[src/rtl/anti_theft_timer_pkg.sv]
// Shared encodings and default times for the anti-theft countdown timer.
package anti_theft_pkg;

  typedef enum logic [1:0] {
    IV_ARM       = 2'b00,
    IV_DRIVER    = 2'b01,
    IV_PASSENGER = 2'b10,
    IV_ALARM     = 2'b11
  } interval_t;

  typedef enum logic [2:0] {
    S_IDLE   = 3'd0,
    S_LOAD   = 3'd1,
    S_COUNT  = 3'd2,
    S_EXPIRE = 3'd3,
    S_DONE   = 3'd4
  } state_t;

  localparam int DEF_ARM_DELAY       = 6;
  localparam int DEF_DRIVER_DELAY    = 8;
  localparam int DEF_PASSENGER_DELAY = 15;
  localparam int DEF_ALARM_ON        = 10;

endpackage

[src/rtl/anti_theft_timer_param_bank.sv]
// Four 4-bit reprogrammable interval registers; one write port, one async read port.
module param_bank
  import anti_theft_pkg::*;
#(
  parameter logic [3:0] DEF_ARM       = 4'(DEF_ARM_DELAY),
  parameter logic [3:0] DEF_DRIVER    = 4'(DEF_DRIVER_DELAY),
  parameter logic [3:0] DEF_PASSENGER = 4'(DEF_PASSENGER_DELAY),
  parameter logic [3:0] DEF_ALARM     = 4'(DEF_ALARM_ON)
) (
  input  logic       clock,
  input  logic       reset,
  input  logic       we,
  input  logic [1:0] waddr,
  input  logic [3:0] wdata,
  input  logic [1:0] raddr,
  output logic [3:0] rdata
);

  logic [3:0][3:0] regs;

  always_ff @(posedge clock) begin
    if (reset) regs <= {DEF_ALARM, DEF_PASSENGER, DEF_DRIVER, DEF_ARM};
    else if (we) regs[waddr] <= wdata;
  end

  // Read sees the pre-write value in a write cycle, so a same-cycle LOAD gets the old time.
  assign rdata = regs[raddr];

endmodule

[src/rtl/anti_theft_timer.sv]
// Seconds countdown for the alarm FSM: loads a per-interval time, counts 1 Hz ticks, pulses expired.
module anti_theft_timer
  import anti_theft_pkg::*;
#(
  parameter int T_ARM_DELAY       = DEF_ARM_DELAY,
  parameter int T_DRIVER_DELAY    = DEF_DRIVER_DELAY,
  parameter int T_PASSENGER_DELAY = DEF_PASSENGER_DELAY,
  parameter int T_ALARM_ON        = DEF_ALARM_ON
) (
  input  logic       clock,
  input  logic       reset,
  input  logic       start_timer,
  input  logic [1:0] interval,
  input  logic       one_hz_enable,
  input  logic       reprogram,
  input  logic [1:0] param_sel,
  input  logic [3:0] param_value,
  output logic       expired,
  output logic [3:0] count,
  output logic       busy
);

  state_t     state;
  logic [1:0] lat_interval;
  logic [3:0] sel_value;

  param_bank #(
    .DEF_ARM      (4'(T_ARM_DELAY)),
    .DEF_DRIVER   (4'(T_DRIVER_DELAY)),
    .DEF_PASSENGER(4'(T_PASSENGER_DELAY)),
    .DEF_ALARM    (4'(T_ALARM_ON))
  ) u_bank (
    .clock(clock),
    .reset(reset),
    .we   (reprogram),
    .waddr(param_sel),
    .wdata(param_value),
    .raddr(interval),
    .rdata(sel_value)
  );

  always_ff @(posedge clock) begin
    if (reset) begin
      state        <= S_IDLE;
      count        <= 4'd0;
      expired      <= 1'b0;
      busy         <= 1'b0;
      lat_interval <= IV_ARM;
    end else begin
      expired <= 1'b0;
      unique case (state)
        S_IDLE: begin
          count <= 4'd0;
          if (start_timer) begin
            state <= S_LOAD;
            busy  <= 1'b1;
          end
        end
        S_LOAD: begin
          if (!start_timer) begin
            state <= S_IDLE;
            count <= 4'd0;
            busy  <= 1'b0;
          end else begin
            state        <= S_COUNT;
            count        <= sel_value;
            lat_interval <= interval;
          end
        end
        // Priority: drop request, then interval change, then expiry, then tick.
        S_COUNT: begin
          if (!start_timer) begin
            state <= S_IDLE;
            count <= 4'd0;
            busy  <= 1'b0;
          end else if (interval != lat_interval) begin
            state <= S_LOAD;
          end else if (count == 4'd0) begin
            state   <= S_EXPIRE;
            expired <= 1'b1;
            busy    <= 1'b0;
          end else if (one_hz_enable) begin
            count <= count - 4'd1;
          end
        end
        S_EXPIRE: begin
          state <= S_DONE;
          count <= 4'd0;
        end
        S_DONE: begin
          count <= 4'd0;
          if (!start_timer) begin
            state <= S_IDLE;
          end else if (interval != lat_interval) begin
            state <= S_LOAD;
            busy  <= 1'b1;
          end
        end
        default: begin
          state <= S_IDLE;
          count <= 4'd0;
          busy  <= 1'b0;
        end
      endcase
    end
  end

endmodule

[config.mk]
export PLATFORM = sky130hd
export DESIGN_NAME = anti_theft_timer
export DESIGN_NICKNAME = d
export VERILOG_FILES = /design/src/rtl/anti_theft_timer_pkg.sv /design/src/rtl/anti_theft_timer_param_bank.sv /design/src/rtl/anti_theft_timer.sv
export SDC_FILE = /design/constraint.sdc
export NUM_CORES = 1
export LEC_CHECK = 0
export ABC_AREA = 0
export BUFFER_PORTS_ARGS = -buffer_cell sky130_fd_sc_hd__buf_2
export CAP_MARGIN = 20
export CORE_MARGIN = 2
export CORE_UTILIZATION = 40
export DETAILED_ROUTE_END_ITERATION = 7
export PLACE_DENSITY_LB_ADDON = 0.1
export SETUP_SLACK_MARGIN = 0.5
export SYNTH_ARGS = -nofsm -noshare
export SYNTH_HDL_FRONTEND = slang
export SYNTH_HIERARCHICAL = 1
export SYNTH_SLANG_ARGS = --single-unit
[constraint.sdc]
create_clock -name clock -period 2.54 [get_ports clock]
set_clock_uncertainty 0.1 [all_clocks]
set_input_delay 0.381 -clock clock [delete_from_list [all_inputs] [get_ports clock]]
set_output_delay 0.381 -clock clock [all_outputs]
set_load 0.03 [all_outputs]
# ---- After elaboration in Yosys (flattened, before gate mapping)
# Cells that the tools add are included.
dict set report totals {
  output_inout_bits 6
  latchBits 0
  ram_bits 0
  memories 0
  mem_bits_ro 0
  ff_bits 27
}
dict set report classes {
  reduce_logical 8
  order_cmp 3
  add_sub_neg 1
  n_bitwise 3
  muxes 28
  shifts 0
  n_mul 0
  div 0
  eq_ne 15
}
# operator n
set ops {}
lappend ops {{4-bit 2-to-1 mux} 7}
lappend ops {{3-bit 2-to-1 mux} 6}
lappend ops {{16-bit bitwise mux} 1}
lappend ops {{3-bit != test (second input constant)} 5}
lappend ops {{3-bit one-hot mux with 5 select lines} 1}
lappend ops {{4-bit binary-select mux with 2-bit select} 1}
lappend ops {{4-bit demux with 2-bit select} 1}
lappend ops {{1-bit 2-to-1 mux} 8}
lappend ops {{2-bit != test (second input constant)} 4}
lappend ops {{4-bit one-hot mux with 2 select lines} 1}
lappend ops {{7-bit AND reduction} 1}
lappend ops {{3-bit by 2-bit == test with 1-bit output (second input constant)} 2}
lappend ops {{2-bit by 3-bit < comparator with 1-bit output (second input constant)} 2}
lappend ops {{3-bit AND reduction} 2}
lappend ops {{1-bit one-hot mux with 5 select lines} 1}
lappend ops {{4-bit logical NOT} 1}
lappend ops {{4-bit != test (second input constant)} 1}
lappend ops {{4-bit OR reduction} 1}
lappend ops {{4-bit by 1-bit subtractor with 4-bit output (second input constant)} 1}
lappend ops {{3-bit by 1-bit == test with 1-bit output (second input constant)} 1}
lappend ops {{3-bit == test (second input constant)} 1}
lappend ops {{3-bit logical NOT} 1}
lappend ops {{1-bit inverter} 3}
lappend ops {{2-bit by 1-bit >= comparator with 1-bit output (second input constant)} 1}
lappend ops {{4 further kinds} 4}

# ---- Depth between registers and ports, before layout
dict set report logic_depth {
  ltp_word 6
  mapped_depth 6
}

# ---- By module
# Netlist, hierarchy kept.
# mod n_inst area_each_um2 cells_each seq_area_each_um2
set modules_own_cells {}
lappend modules_own_cells {param_bank 1 737.0 67 320.3}
lappend modules_own_cells {anti_theft_timer 1 696.9 78 220.2}

# ---- Worst setup path after synthesis
# OpenSTA, ideal clock, no wires.
dict set report synth_timing {
  path_type {register -> register}
  from {register count[0]}
  to {register count[0]}
  t_arrival_ps 1870
  setup_ps 70
  synth_period_minus_slack_ps 2040
  required_time_ps 2370
  slack_ps 500
  stages_incl_launch_ff 7
  path_cell_list {dfxtp_1 inv_1 ha_1 or3b_4 a41oi_4 or4b_1 a21oi_1}
}
dict set report synth_between {
  elab_chain_len 6
  elab_cells_between_ends 9
  classes_between {add/sub (1); eq/ne (1); mux (5); reduce/logical (2)}
}
# element line
set synth_rtl {}
lappend synth_rtl {{start, declared} anti_theft_timer.sv:19} ;# output logic [3:0] count,
lappend synth_rtl {{start signal, assigned} anti_theft_timer.sv:66} ;# count <= sel_value;
lappend synth_rtl {{start signal, assigned} anti_theft_timer.sv:83} ;# count <= count - 4'd1;
lappend synth_rtl {{4-bit by 1-bit subtractor with 4-bit output} anti_theft_timer.sv:83}
lappend synth_rtl {{4-bit 2-to-1 mux} anti_theft_timer.sv:82} ;# end else if (one_hz_enable) begin
lappend synth_rtl {{4-bit 2-to-1 mux} anti_theft_timer.sv:78} ;# end else if (count == 4'd0) begin
lappend synth_rtl {{4-bit 2-to-1 mux} anti_theft_timer.sv:76} ;# end else if (interval != lat_interval) begin
lappend synth_rtl {{4-bit 2-to-1 mux} anti_theft_timer.sv:72} ;# if (!start_timer) begin
lappend synth_rtl {{4-bit one-hot mux with 2 select lines} anti_theft_timer.sv:51} ;# unique case (state)
# Several ways; a longest one is shown, not always the timed one. The select of a mux whose other input is x is not followed.
# A chain may end at the register's enable or synchronous reset.

# ---- Final worst setup path
# Same ends and word-level chain as after synthesis.

==> impl_metrics.env <==
export IMPL_finalCritPeriodShare=0.7546
export IMPL_synth_edff_count=0
export IMPL_dr_pass1_iters=6
export IMPL_grt_pass1_wl_mm=4.926
export IMPL_cts_setup_buffers=0
export IMPL_dr_total_vias=1060
export IMPL_switching_power_uw=197.4
export IMPL_cts_tree="yes"
export IMPL_start_kind="flip-flop"
export IMPL_track_usage=0.1514
export IMPL_cp_max_fo=6
export IMPL_finalHoldViolCount=0
export IMPL_area_delta_synth_final_pct=8.638
export IMPL_max_vdd_ir_drop_mv=0.2327
export IMPL_dpl_cell_count=200
export IMPL_cts_buffer_depth=2
export IMPL_switching_share=0.2635
export IMPL_die_area_um2=4079
export IMPL_mostFrequentLayoutCells="dfxtp_1 (26), buf_2 (18), nor2_1 (16), mux2i_1 (16), nand2b_1 (11)"
export IMPL_p_leak_nw=0.6013
export IMPL_cts_buffers_inserted=3
export IMPL_grt_ovfl_total=0
export IMPL_wl_met1_mm=1.376
export IMPL_antenna_found_initial=0
export IMPL_cts_resized=0
export IMPL_setup_viol=0
export IMPL_fin_hold_ws_ps=216.3
export IMPL_synth_fp_nets=160
export IMPL_dieWidth_um=63.87
export IMPL_clk_latency_ps=320
export IMPL_async_flop_share=0
export IMPL_yosys_cell_types_count=41
export IMPL_slowest_delay_ps=530
export IMPL_ys_ff_latch=27
export IMPL_setup_slack_ps=623.2
export IMPL_first_iter_violations=118
export IMPL_clock_sinks=27
export IMPL_synthMuxAreaShare=0.1824
export IMPL_num_rows=21
export IMPL_routed_top_layer="met4"
export IMPL_clk_pin_slew_ps=140
export IMPL_fin_crit_ps=1917
export IMPL_drive_above_1_share=0.2089
export IMPL_layout_cells_most_common="dfxtp_1"
export IMPL_wl_met2_mm=1.333
export IMPL_met3_length_um=93
export IMPL_grt_max_degree=37
export IMPL_p_total_uw=749.1
export IMPL_powerDensity_nw_per_um2=480.9
export IMPL_critPathRequiredTime_ps=2700
export IMPL_hold_buffers=0
export IMPL_internal_power_uw=551.7
export IMPL_routed_via_density=5.196
export IMPL_dp_slack_ps=600.2
export IMPL_place_congestion=0.8095
export IMPL_portBuffers=18
export IMPL_start_util=0.4230
export IMPL_power_share_clock=0.246
export IMPL_synth_flop_cell="dfxtp_1"
export IMPL_htree_levels=1
export IMPL_final_cells=204
export IMPL_p_comb_frac=0.152
export IMPL_max_slew_worst_pin_slew_ps=580.4
export IMPL_hold_path_class="in2reg"
export IMPL_diodes=0
export IMPL_worstSetupEndpointType="flip-flop"
export IMPL_max_freq_mhz=521.7
export IMPL_grt_pass1_vias=1083
export IMPL_netlist_instances=145
export IMPL_pwr_share_seq=0.602
export IMPL_run_status="finished clean"
export IMPL_core_um2=3390
export IMPL_dieHeight_um=63.87
export IMPL_drc=0
export IMPL_ant_nets=0
export IMPL_post_drt_wl_per_cell_um=13.91
export IMPL_finalMaxSlewViolations=0
export IMPL_clockRootBuffer="clkbuf_4"
export IMPL_yosysSeqAreaShare=0.3770
export IMPL_ioPinCount=19
export IMPL_synthXorXnorAreaFrac=0.02269
export IMPL_synth_compound_area_frac=0.1126
export IMPL_drt_total_wl_mm=2.838
export IMPL_postSynthAreaPerCell_um2=9.889
export IMPL_synthSimpleGateAreaFrac=0.2365
export IMPL_relSlewSlack=0.6131
export IMPL_dp_hpwl_mm=2.081
export IMPL_crit_chain="inv_1, ha_1, or3b_4, a41oi_4, or4b_1, a21oi_1"
export IMPL_synth_fa_ha_area_frac=0.01745
export IMPL_critPathSlowestCell="or4b_1"
export IMPL_maxCapViolations=0
export IMPL_worst_ep_arrival_time_ps=2080
export IMPL_fin_nets=174
export IMPL_yosysWarnings=6
export IMPL_rsz0062_at_grt="no"
export IMPL_syn_area_um2=1434
export IMPL_crit_type="reg2reg"
export IMPL_setup_tns_ps=0
export IMPL_synth_top_family_by_area="simple AND/OR/NAND/NOR gates"
synthesized netlist by cell type, drive strengths merged, types with 2 or more instances:
library cell	count	share of area
nor3b	3	0.019
nor3	4	0.014
xnor2	2	0.023
nand2b	11	0.048
mux4	4	0.063
a221oi	2	0.017
nand2	10	0.026
inv	6	0.016
nor2	16	0.042
buf	8	0.032
mux2i	16	0.11
a211oi	2	0.010
dfxtp	27	0.38
ha	2	0.017
nand3b	3	0.016
a41o	2	0.014
a21oi	7	0.024
flip-flops by register name, summed over array words and instances (netlist names):
signal	flops
busy	1
state	3
u_bank/regs	16
expired	1
lat_interval	2
count	4
metrics by stage:
| stage | util | cell area [um2] |
|---|---|---|
| 3_5_place_dp | 0.4515 | 1530 |
| 5_1_grt | 0.4596 | 1558 |
| 2_1_floorplan | - | 1434 |
| 4_1_cts | 0.4592 | 1556 |
| 3_3_place_gp | 0.4515 | 1530 |
| 6_report | 0.4596 | 1558 |
per-layer routing:
metal | GRT usage | vias to the layer above
met1 | 0.1901 | 490
li1 | - | 544
met2 | 0.2461 | 22
met5 | 0 | -
met3 | 0.02993 | 4
met4 | 0.07609 | 0
power by group through the flow:
stage / clock [mW] / combinational (mW) / sequential [mW]
after floorplan: 0 / 0.0786 / 0.462
after global placement: 0 / 0.113 / 0.460
after global routing: 0.217 / 0.126 / 0.453
final: 0.184 / 0.114 / 0.451
after detailed placement: 0 / 0.114 / 0.460
after CTS: 0.196 / 0.115 / 0.451
layout make-up:
| class | count | area (um2) |
|---|---|---|
| fillers | 349 | 1832 |
| multi-input cells | 103 | 819.5 |
| flip-flops and latches | 27 | 541.8 |
| repair buffers | 18 | 90.09 |
| well taps | 46 | 57.56 |
| clock buffers | 4 | 26.28 |
| inverters | 6 | 22.52 |
path summary, 6_finish.rpt:
path / startpoint / to / slack [ps] / cells past startpoint
worst min register to register: u_bank/regs[12] / u_bank/regs[12] / 390 / 2
worst min-delay path: param_value[1] / u_bank/regs[5] / 220 / 3
worst max-delay path: count[0] / count[0] / 620 / 6
worst max register to register: count[0] / count[0] / 620 / 6
cell families (layout without fill, tap and decap cells):
group	Yosys count	after routing
compound gates	19	19
xor+xnor	2	2
fa+ha+maj	2	2
buf+inv	15	28
flops	27	27
mux	21	21
simple gates	59	59
critical path: cells and delay by family (launching register included):
kind,cells,cell delay (ps)
adders and majority gates,1,210
buffers and inverters,1,70
AOI/OAI and AO/OA,2,300
DFF,1,390
and+or+nand+nor,2,780
Note: power is estimated with default switching activity, not from simulation.
